## src/rtl/i2c_arb_pkg.sv

```systemverilog
// Shared types and helpers for the I2C master arbiter: FSM states, command
// flag bundle layout and a constant-friendly clog2.
package i2c_arb_pkg;

  typedef enum logic [1:0] {
    ST_IDLE      = 2'd0,
    ST_LOCKED    = 2'd1,
    ST_WAIT_BUSY = 2'd2,
    ST_STOP_INJ  = 2'd3
  } arb_state_t;

  localparam int ADDR_W = 7;
  localparam int DATA_W = 8;

  // Bit positions of the per-requester command flags inside one bundle
  localparam int CMD_START          = 0;
  localparam int CMD_READ           = 1;
  localparam int CMD_WRITE          = 2;
  localparam int CMD_WRITE_MULTIPLE = 3;
  localparam int CMD_STOP           = 4;
  localparam int CMD_FLAGS_W        = 5;

  function automatic int clog2(input int value);
    int r;
    r = 0;
    while ((1 << r) < value) r++;
    return r;
  endfunction

endpackage

```

## src/rtl/i2c_rr_arbiter.sv

```systemverilog
// Combinational round-robin select: first asserted request at or after ptr,
// wrapping modulo N, returned as a one-hot winner plus a valid flag.
module i2c_rr_arbiter #(
  parameter int N     = 2,
  parameter int PTR_W = 1
) (
  input  logic [N-1:0]     req,
  input  logic [PTR_W-1:0] ptr,
  output logic [N-1:0]     winner,
  output logic             winner_valid
);

  logic [PTR_W:0] idx;

  always_comb begin
    winner       = '0;
    winner_valid = 1'b0;
    idx          = '0;
    for (int k = 0; k < N; k++) begin
      idx = {1'b0, ptr} + (PTR_W + 1)'(k);
      if (idx >= (PTR_W + 1)'(N)) idx = idx - (PTR_W + 1)'(N);
      if (!winner_valid && req[idx[PTR_W-1:0]]) begin
        winner[idx[PTR_W-1:0]] = 1'b1;
        winner_valid           = 1'b1;
      end
    end
  end

endmodule

```

## src/rtl/i2c_master_arb.sv

```systemverilog
// Shares one I2C master between NUM_REQ requesters, one whole transaction per grant.
// Optional idle-timeout stop injection is enabled with `define I2C_ARB_TIMEOUT_EN.
module i2c_master_arb
  import i2c_arb_pkg::*;
#(
  parameter int NUM_REQ = 2,
  parameter int TIMEOUT = 1024
) (
  input  logic                      clk,
  input  logic                      rst,

  input  logic [NUM_REQ*ADDR_W-1:0] s_cmd_address,
  input  logic [NUM_REQ-1:0]        s_cmd_start,
  input  logic [NUM_REQ-1:0]        s_cmd_read,
  input  logic [NUM_REQ-1:0]        s_cmd_write,
  input  logic [NUM_REQ-1:0]        s_cmd_write_multiple,
  input  logic [NUM_REQ-1:0]        s_cmd_stop,
  input  logic [NUM_REQ-1:0]        s_cmd_valid,
  output logic [NUM_REQ-1:0]        s_cmd_ready,

  input  logic [NUM_REQ*DATA_W-1:0] s_wr_tdata,
  input  logic [NUM_REQ-1:0]        s_wr_tvalid,
  input  logic [NUM_REQ-1:0]        s_wr_tlast,
  output logic [NUM_REQ-1:0]        s_wr_tready,

  output logic [DATA_W-1:0]         s_rd_tdata,
  output logic [NUM_REQ-1:0]        s_rd_tvalid,
  output logic [NUM_REQ-1:0]        s_rd_tlast,
  input  logic [NUM_REQ-1:0]        s_rd_tready,

  output logic [ADDR_W-1:0]         m_cmd_address,
  output logic                      m_cmd_start,
  output logic                      m_cmd_read,
  output logic                      m_cmd_write,
  output logic                      m_cmd_write_multiple,
  output logic                      m_cmd_stop,
  output logic                      m_cmd_valid,
  input  logic                      m_cmd_ready,

  output logic [DATA_W-1:0]         m_wr_tdata,
  output logic                      m_wr_tvalid,
  output logic                      m_wr_tlast,
  input  logic                      m_wr_tready,

  input  logic [DATA_W-1:0]         m_rd_tdata,
  input  logic                      m_rd_tvalid,
  input  logic                      m_rd_tlast,
  output logic                      m_rd_tready,

  input  logic                      m_busy,
`ifdef I2C_ARB_TIMEOUT_EN
  output logic [NUM_REQ-1:0]        timeout_flag,
`endif
  output logic [NUM_REQ-1:0]        grant,
  output logic                      grant_valid
);

  localparam int PTR_W = clog2(NUM_REQ);

  if (NUM_REQ < 2 || NUM_REQ > 8 || TIMEOUT < 1) begin : g_bad_params
    $error("i2c_master_arb: NUM_REQ must be 2..8 and TIMEOUT at least 1");
  end

  arb_state_t state;
  logic [PTR_W-1:0] g_idx;
  logic [PTR_W-1:0] rr_ptr;
  logic [PTR_W-1:0] next_ptr;

  logic [NUM_REQ-1:0] arb_winner;
  logic               arb_valid;
  logic [PTR_W-1:0]   winner_idx;

  logic [CMD_FLAGS_W-1:0] req_flags [NUM_REQ];
  logic [CMD_FLAGS_W-1:0] sel_flags;
  logic [ADDR_W-1:0]      sel_addr;
  logic                   sel_cmd_valid;
  logic                   sel_wr_tvalid;
  logic                   cmd_stop_hs;
  logic                   drain_done;

  i2c_rr_arbiter #(
    .N     (NUM_REQ),
    .PTR_W (PTR_W)
  ) u_rr_arbiter (
    .req          (s_cmd_valid),
    .ptr          (rr_ptr),
    .winner       (arb_winner),
    .winner_valid (arb_valid)
  );

  always_comb begin
    winner_idx = '0;
    for (int i = 0; i < NUM_REQ; i++) begin
      if (arb_winner[i]) winner_idx = PTR_W'(i);
    end
  end

  always_comb begin
    for (int i = 0; i < NUM_REQ; i++) begin
      req_flags[i]                     = '0;
      req_flags[i][CMD_START]          = s_cmd_start[i];
      req_flags[i][CMD_READ]           = s_cmd_read[i];
      req_flags[i][CMD_WRITE]          = s_cmd_write[i];
      req_flags[i][CMD_WRITE_MULTIPLE] = s_cmd_write_multiple[i];
      req_flags[i][CMD_STOP]           = s_cmd_stop[i];
    end
  end

  assign sel_flags     = req_flags[g_idx];
  assign sel_addr      = s_cmd_address[int'(g_idx)*ADDR_W +: ADDR_W];
  assign sel_cmd_valid = s_cmd_valid[g_idx];
  assign sel_wr_tvalid = s_wr_tvalid[g_idx];
  assign cmd_stop_hs   = (state == ST_LOCKED) && sel_cmd_valid && m_cmd_ready && sel_flags[CMD_STOP];
  assign drain_done    = !m_busy && !m_rd_tvalid;
  assign next_ptr      = (g_idx == PTR_W'(NUM_REQ - 1)) ? '0 : g_idx + 1'b1;
  assign s_rd_tdata    = m_rd_tdata;

  // Command path only opens in LOCKED; data streams stay routed until release
  // so read bytes still in flight after the stop reach the owner.
  always_comb begin
    m_cmd_address        = '0;
    m_cmd_start          = 1'b0;
    m_cmd_read           = 1'b0;
    m_cmd_write          = 1'b0;
    m_cmd_write_multiple = 1'b0;
    m_cmd_stop           = 1'b0;
    m_cmd_valid          = 1'b0;
    s_cmd_ready          = '0;
    m_wr_tdata           = '0;
    m_wr_tvalid          = 1'b0;
    m_wr_tlast           = 1'b0;
    s_wr_tready          = '0;
    s_rd_tvalid          = '0;
    s_rd_tlast           = '0;
    m_rd_tready          = 1'b0;
    if (state == ST_LOCKED) begin
      m_cmd_address        = sel_addr;
      m_cmd_start          = sel_flags[CMD_START];
      m_cmd_read           = sel_flags[CMD_READ];
      m_cmd_write          = sel_flags[CMD_WRITE];
      m_cmd_write_multiple = sel_flags[CMD_WRITE_MULTIPLE];
      m_cmd_stop           = sel_flags[CMD_STOP];
      m_cmd_valid          = sel_cmd_valid;
      s_cmd_ready[g_idx]   = m_cmd_ready;
    end
`ifdef I2C_ARB_TIMEOUT_EN
    if (state == ST_STOP_INJ) begin
      m_cmd_stop  = 1'b1;
      m_cmd_valid = 1'b1;
    end
`endif
    if (state != ST_IDLE) begin
      m_wr_tdata         = s_wr_tdata[int'(g_idx)*DATA_W +: DATA_W];
      m_wr_tvalid        = sel_wr_tvalid;
      m_wr_tlast         = s_wr_tlast[g_idx];
      s_wr_tready[g_idx] = m_wr_tready;
      s_rd_tvalid[g_idx] = m_rd_tvalid;
      s_rd_tlast[g_idx]  = m_rd_tlast;
      m_rd_tready        = s_rd_tready[g_idx];
    end
  end

`ifdef I2C_ARB_TIMEOUT_EN
  localparam int CNT_W = clog2(TIMEOUT + 1);
  logic [CNT_W-1:0] idle_cnt;
  logic             lock_idle;
  assign lock_idle = !sel_cmd_valid && !sel_wr_tvalid && !m_busy;
`endif

  always_ff @(posedge clk or negedge rst) begin
    if (!rst) begin
      state       <= ST_IDLE;
      grant       <= '0;
      grant_valid <= 1'b0;
      g_idx       <= '0;
      rr_ptr      <= '0;
`ifdef I2C_ARB_TIMEOUT_EN
      idle_cnt     <= '0;
      timeout_flag <= '0;
`endif
    end else begin
      case (state)
        ST_IDLE: begin
          if (arb_valid) begin
            grant       <= arb_winner;
            g_idx       <= winner_idx;
            grant_valid <= 1'b1;
            state       <= ST_LOCKED;
`ifdef I2C_ARB_TIMEOUT_EN
            idle_cnt    <= '0;
`endif
          end
        end
        ST_LOCKED: begin
          if (cmd_stop_hs) begin
            state <= ST_WAIT_BUSY;
          end
`ifdef I2C_ARB_TIMEOUT_EN
          else if (lock_idle) begin
            if (idle_cnt == CNT_W'(TIMEOUT - 1)) begin
              state    <= ST_STOP_INJ;
              idle_cnt <= '0;
            end else begin
              idle_cnt <= idle_cnt + 1'b1;
            end
          end else begin
            idle_cnt <= '0;
          end
`endif
        end
        ST_WAIT_BUSY: begin
          if (drain_done) begin
            grant       <= '0;
            grant_valid <= 1'b0;
            rr_ptr      <= next_ptr;
            state       <= ST_IDLE;
          end
        end
`ifdef I2C_ARB_TIMEOUT_EN
        ST_STOP_INJ: begin
          if (m_cmd_ready) begin
            timeout_flag[g_idx] <= 1'b1;
            state               <= ST_WAIT_BUSY;
          end
        end
`endif
        default: begin
          grant       <= '0;
          grant_valid <= 1'b0;
          state       <= ST_IDLE;
        end
      endcase
    end
  end

endmodule

```

## config.mk

```make
export PLATFORM = sky130hd
export DESIGN_NAME = i2c_master_arb
export DESIGN_NICKNAME = d
export VERILOG_FILES = /design/src/rtl/i2c_arb_pkg.sv /design/src/rtl/i2c_rr_arbiter.sv /design/src/rtl/i2c_master_arb.sv
export SDC_FILE = /design/constraint.sdc
export NUM_CORES = 1
export LEC_CHECK = 0
export BUFFER_PORTS_ARGS = -buffer_cell sky130_fd_sc_hd__buf_2
export CORE_UTILIZATION = 30
export CTS_CLUSTER_SIZE = 16
export DETAILED_ROUTE_END_ITERATION = 8
export GPL_TIMING_DRIVEN = 1
export MAX_ROUTING_LAYER = met4
export PLACE_DENSITY = 0.74
export SLEW_MARGIN = 0
export SYNTH_ARGS = -nofsm -noshare
export SYNTH_HDL_FRONTEND = slang
export SYNTH_HIERARCHICAL = 1
export SYNTH_SLANG_ARGS = --single-unit
```

## constraint.sdc

```tcl
create_clock -name clk -period 1.59 [get_ports clk]
set_clock_uncertainty 0.1 [all_clocks]
set_input_delay 0.159 -clock clk [delete_from_list [all_inputs] [get_ports clk]]
set_output_delay 0.159 -clock clk [all_outputs]
set_load 0.005 [all_outputs]
```

==> impl_metrics.csv <==
group,metric,value,unit
power,p_total,0.00212,W
worst_setup_path,endpoint_kind,"output pin",
power,cellLeakagePower,0.787,nW
route,drc,0,
power,switching_share,41.7,%
worst_setup_path,arrival,1.32,ns
global_routing,grt_max_degree,18,
yosys,ys_ff_latch,7,
flow_run,maxCapViolCount,0,
sta,relSlewSlack,76.9,%
worst_setup_path,critPathLaunchType,"flip-flop",
power,p_int,0.00123,W
clocking,numCtsBuffers,3,
floorplanning,initial_utilization,32.8,%
route,routed_wl,2700,um
finish,layout_common_cells,"89 x buf_2, 26 x nor2_1, 23 x mux2i_1",
finish,drive_above_1_share,57.9,%
placed_design,portBuffers,89,
finish,final_cells,220,
finish,layout_commonest_cell,"buf_2",
yosys,synth_area,835,um2
placed_design,dp_cells,212,
sta,rsz0062_at_grt,"yes",
floorplanning,die_y,54.7,um
clocking,clock_path_buffers,2,
route,antenna_left,0,
global_routing,grt_antenna_before_repair,0,
clocking,cts.reportedPaths.clkPinSlew,0.05,ns
outcome,status,"finished clean",
clocking,cts_sinks,7,
placed_design,hpwlAfterDp,2060,um
power,power.share.clock,7.6,%
sta,holdWs,0.0949,ns
finish,area_growth,66.3,%
worst_hold_path,hold_path_class,"input pin to flip-flop",
worst_setup_path,worstSetupPathType,"flip-flop to output pin",
yosys,synthCells,101,
floorplanning,die_w,54.7,um
worst_setup_path,cp_max_fo,9,
placed_design,place_congestion,0.750,
sta,hold_viol,0,
finish,nFillCells,249,
route,dr.pass1.iters,4,
sta,setup_viol,0,
power,seqPwrFrac,16.4,%
sta,tightestPinTransition,0.336,ns
yosys,yosysUniqueCellTypes,24,
clocking,htree_num_levels,1,
clocking,cts_tree,"done",
floorplanning,pin_count,106,
sta,fin_crit_sh,99.2,%
route,drtIter0Drc,15,
worst_setup_path,cpMaxStageDelayCell,"dfrtp_2",
worst_setup_path,cp.buffers_inverters,2,
global_routing,grt.total_usage,18.1,%
clocking,cts-root-buf,"clkbuf_4",
power,pwr_density_cell,1530,mW/mm2
finish,nets,254,
yosys,yosysWarnings,6,
global_routing,grt_pass1_wl,3810,um
worst_hold_path,hp-start,"m_busy",
power,combPwrFrac,76.0,%
finish,n_antenna_cell,0,
worst_setup_path,crit_family,"flip-flops",
sta,fmax,0.634,GHz
global_routing,grt_pass1_vias,915,
sta,period_minus_slack,1.58,ns
yosys,synth-seq-area-share,21.0,%
worst_setup_path,rrSetupSlack,0.11,ns
floorplanning,rows,18,
worst_setup_path,crit_path_max_incr_delay,0.48,ns
clocking,clk_latency,0.25,ns
floorplanning,core-area,0.00254,mm2
yosys,syn_area_per_cell,8.26,um2
worst_setup_path,path_cells,"buf_12 -> mux2i_1 -> nor2_1 -> buf_2",
route,viasPerCell,4.80,
yosys,syn_nets,164,
route,num_vias,1057,
route,avgRoutedWirePerCell,12.3,um
worst_setup_path,cp.required,1.33,ns
power,irDropWorstVdd,926,uV
floorplanning,die_area,0.00300,mm2
power,p_switching,0.000883,W
worst_setup_path,startpoint,"g_idx",
sta,report.final.slew_viol_count,0,
worst_setup_path,r2r_start,"state[0]",
global_routing,gr-total-overflow,0,
==> logic make-up after synthesis <==
logic type             Yosys count  share of synthesized area (%)
buffers and inverters           17                           14.5
flip-flops                       7                           21.0
AND/OR/NAND/NOR                 44                           26.1
AO/OA/AOI/OAI                    7                           6.90
multiplexers                    26                           31.5
==> Yosys cell counts <==
master | n | area [um2]
a21boi_1 | 2 | 15.0
a22o_1 | 1 | 8.76
a32o_1 | 2 | 20.0
and3_1 | 6 | 37.5
buf_2 | 1 | 5.00
buf_4 | 9 | 67.6
buf_6 | 3 | 33.8
clkbuf_1 | 1 | 3.75
dfrtp_1 | 7 | 175
inv_1 | 3 | 11.3
mux2_1 | 1 | 11.3
mux2_2 | 1 | 11.3
mux2i_1 | 24 | 240
nand2_1 | 1 | 3.75
nand2b_1 | 2 | 12.5
nor2_1 | 26 | 97.6
nor2_2 | 1 | 6.26
nor2b_1 | 1 | 6.26
nor3_1 | 4 | 20.0
nor4_4 | 1 | 21.3
o21bai_1 | 1 | 7.51
o22ai_1 | 1 | 6.26
or2_1 | 1 | 6.26
or2_2 | 1 | 6.26
==> sequential cells by signal (all words and copies together), names as in the netlist <==
register / flops
g_idx: 1
state: 2
rr_ptr: 1
grant: 2
grant_valid: 1
==> path summary, 6_finish.rpt <==
path	endpoint	depth (start not counted)
setup / recovery	m_cmd_address[0]	4
hold / removal	state[1]	3
setup reg to reg	rr_ptr	4
hold reg to reg	grant[0]	1
max in group asynchronous	g_idx	2
min in group asynchronous	grant_valid	2
==> power groups by stage <==
stage          Sequential [W]  Clock, W  Combinational, W
5_1_grt              0.000364  0.000174           0.00178
3_3_place_gp         0.000330         0           0.00142
3_5_place_dp         0.000332         0           0.00143
2_1_floorplan        0.000316         0          0.000892
6_report             0.000348  0.000161           0.00161
4_1_cts              0.000329  0.000168           0.00146
==> what timing repair did <==
action,in CTS,in global routing
endpoints found under the hold margin,7,0
gates cloned,0,1
gates resized for setup,2,10
hold buffers,1,0
setup buffers,1,1
setup endpoints to repair,22,31
==> layer usage <==
layer	GRT usage (%)	share of wire (%)	routed length, um	up-vias
met2	31.7	52	1390	52
met4	8.97	2.0	53	0
met1	19.5	37	1010	478
li1	-	-	-	517
met3	2.78	9.0	242	10
met5	-	0	0	-
==> stage by stage <==
step / setup TNS (ns) / setup slack, ns / instance area [um2] / utilization, %
after global placement: 0 / 0.228 / 1260 / 49.7
after floorplan: 0 / 0.308 / 835 / -
after CTS: 0 / 0.0152 / 1310 / 51.6
final: 0 / 0.0131 / 1390 / 54.5
after detailed placement: 0 / 0.227 / 1260 / 49.7
after global routing: -0.584 / -0.0834 / 1390 / 54.5
==> layout make-up <==
cell class	instances	area, um2	share of cell area, %
repair buffers	99	564	40.7
clock buffers	4	26.3	1.89
well taps	30	37.5	2.71
flip-flops and latches	7	178	12.8
multi-input cells	77	571	41.1
inverters	3	11.3	0.812
==> worst reg2reg max path, cell delays in order (launching register included) <==
cell      delay [ns]
dfrtp_2         0.44
buf_4           0.15
nand2b_1        0.16
nor3_1          0.16
mux2_2          0.35
(Power assumes the default switching activity.)
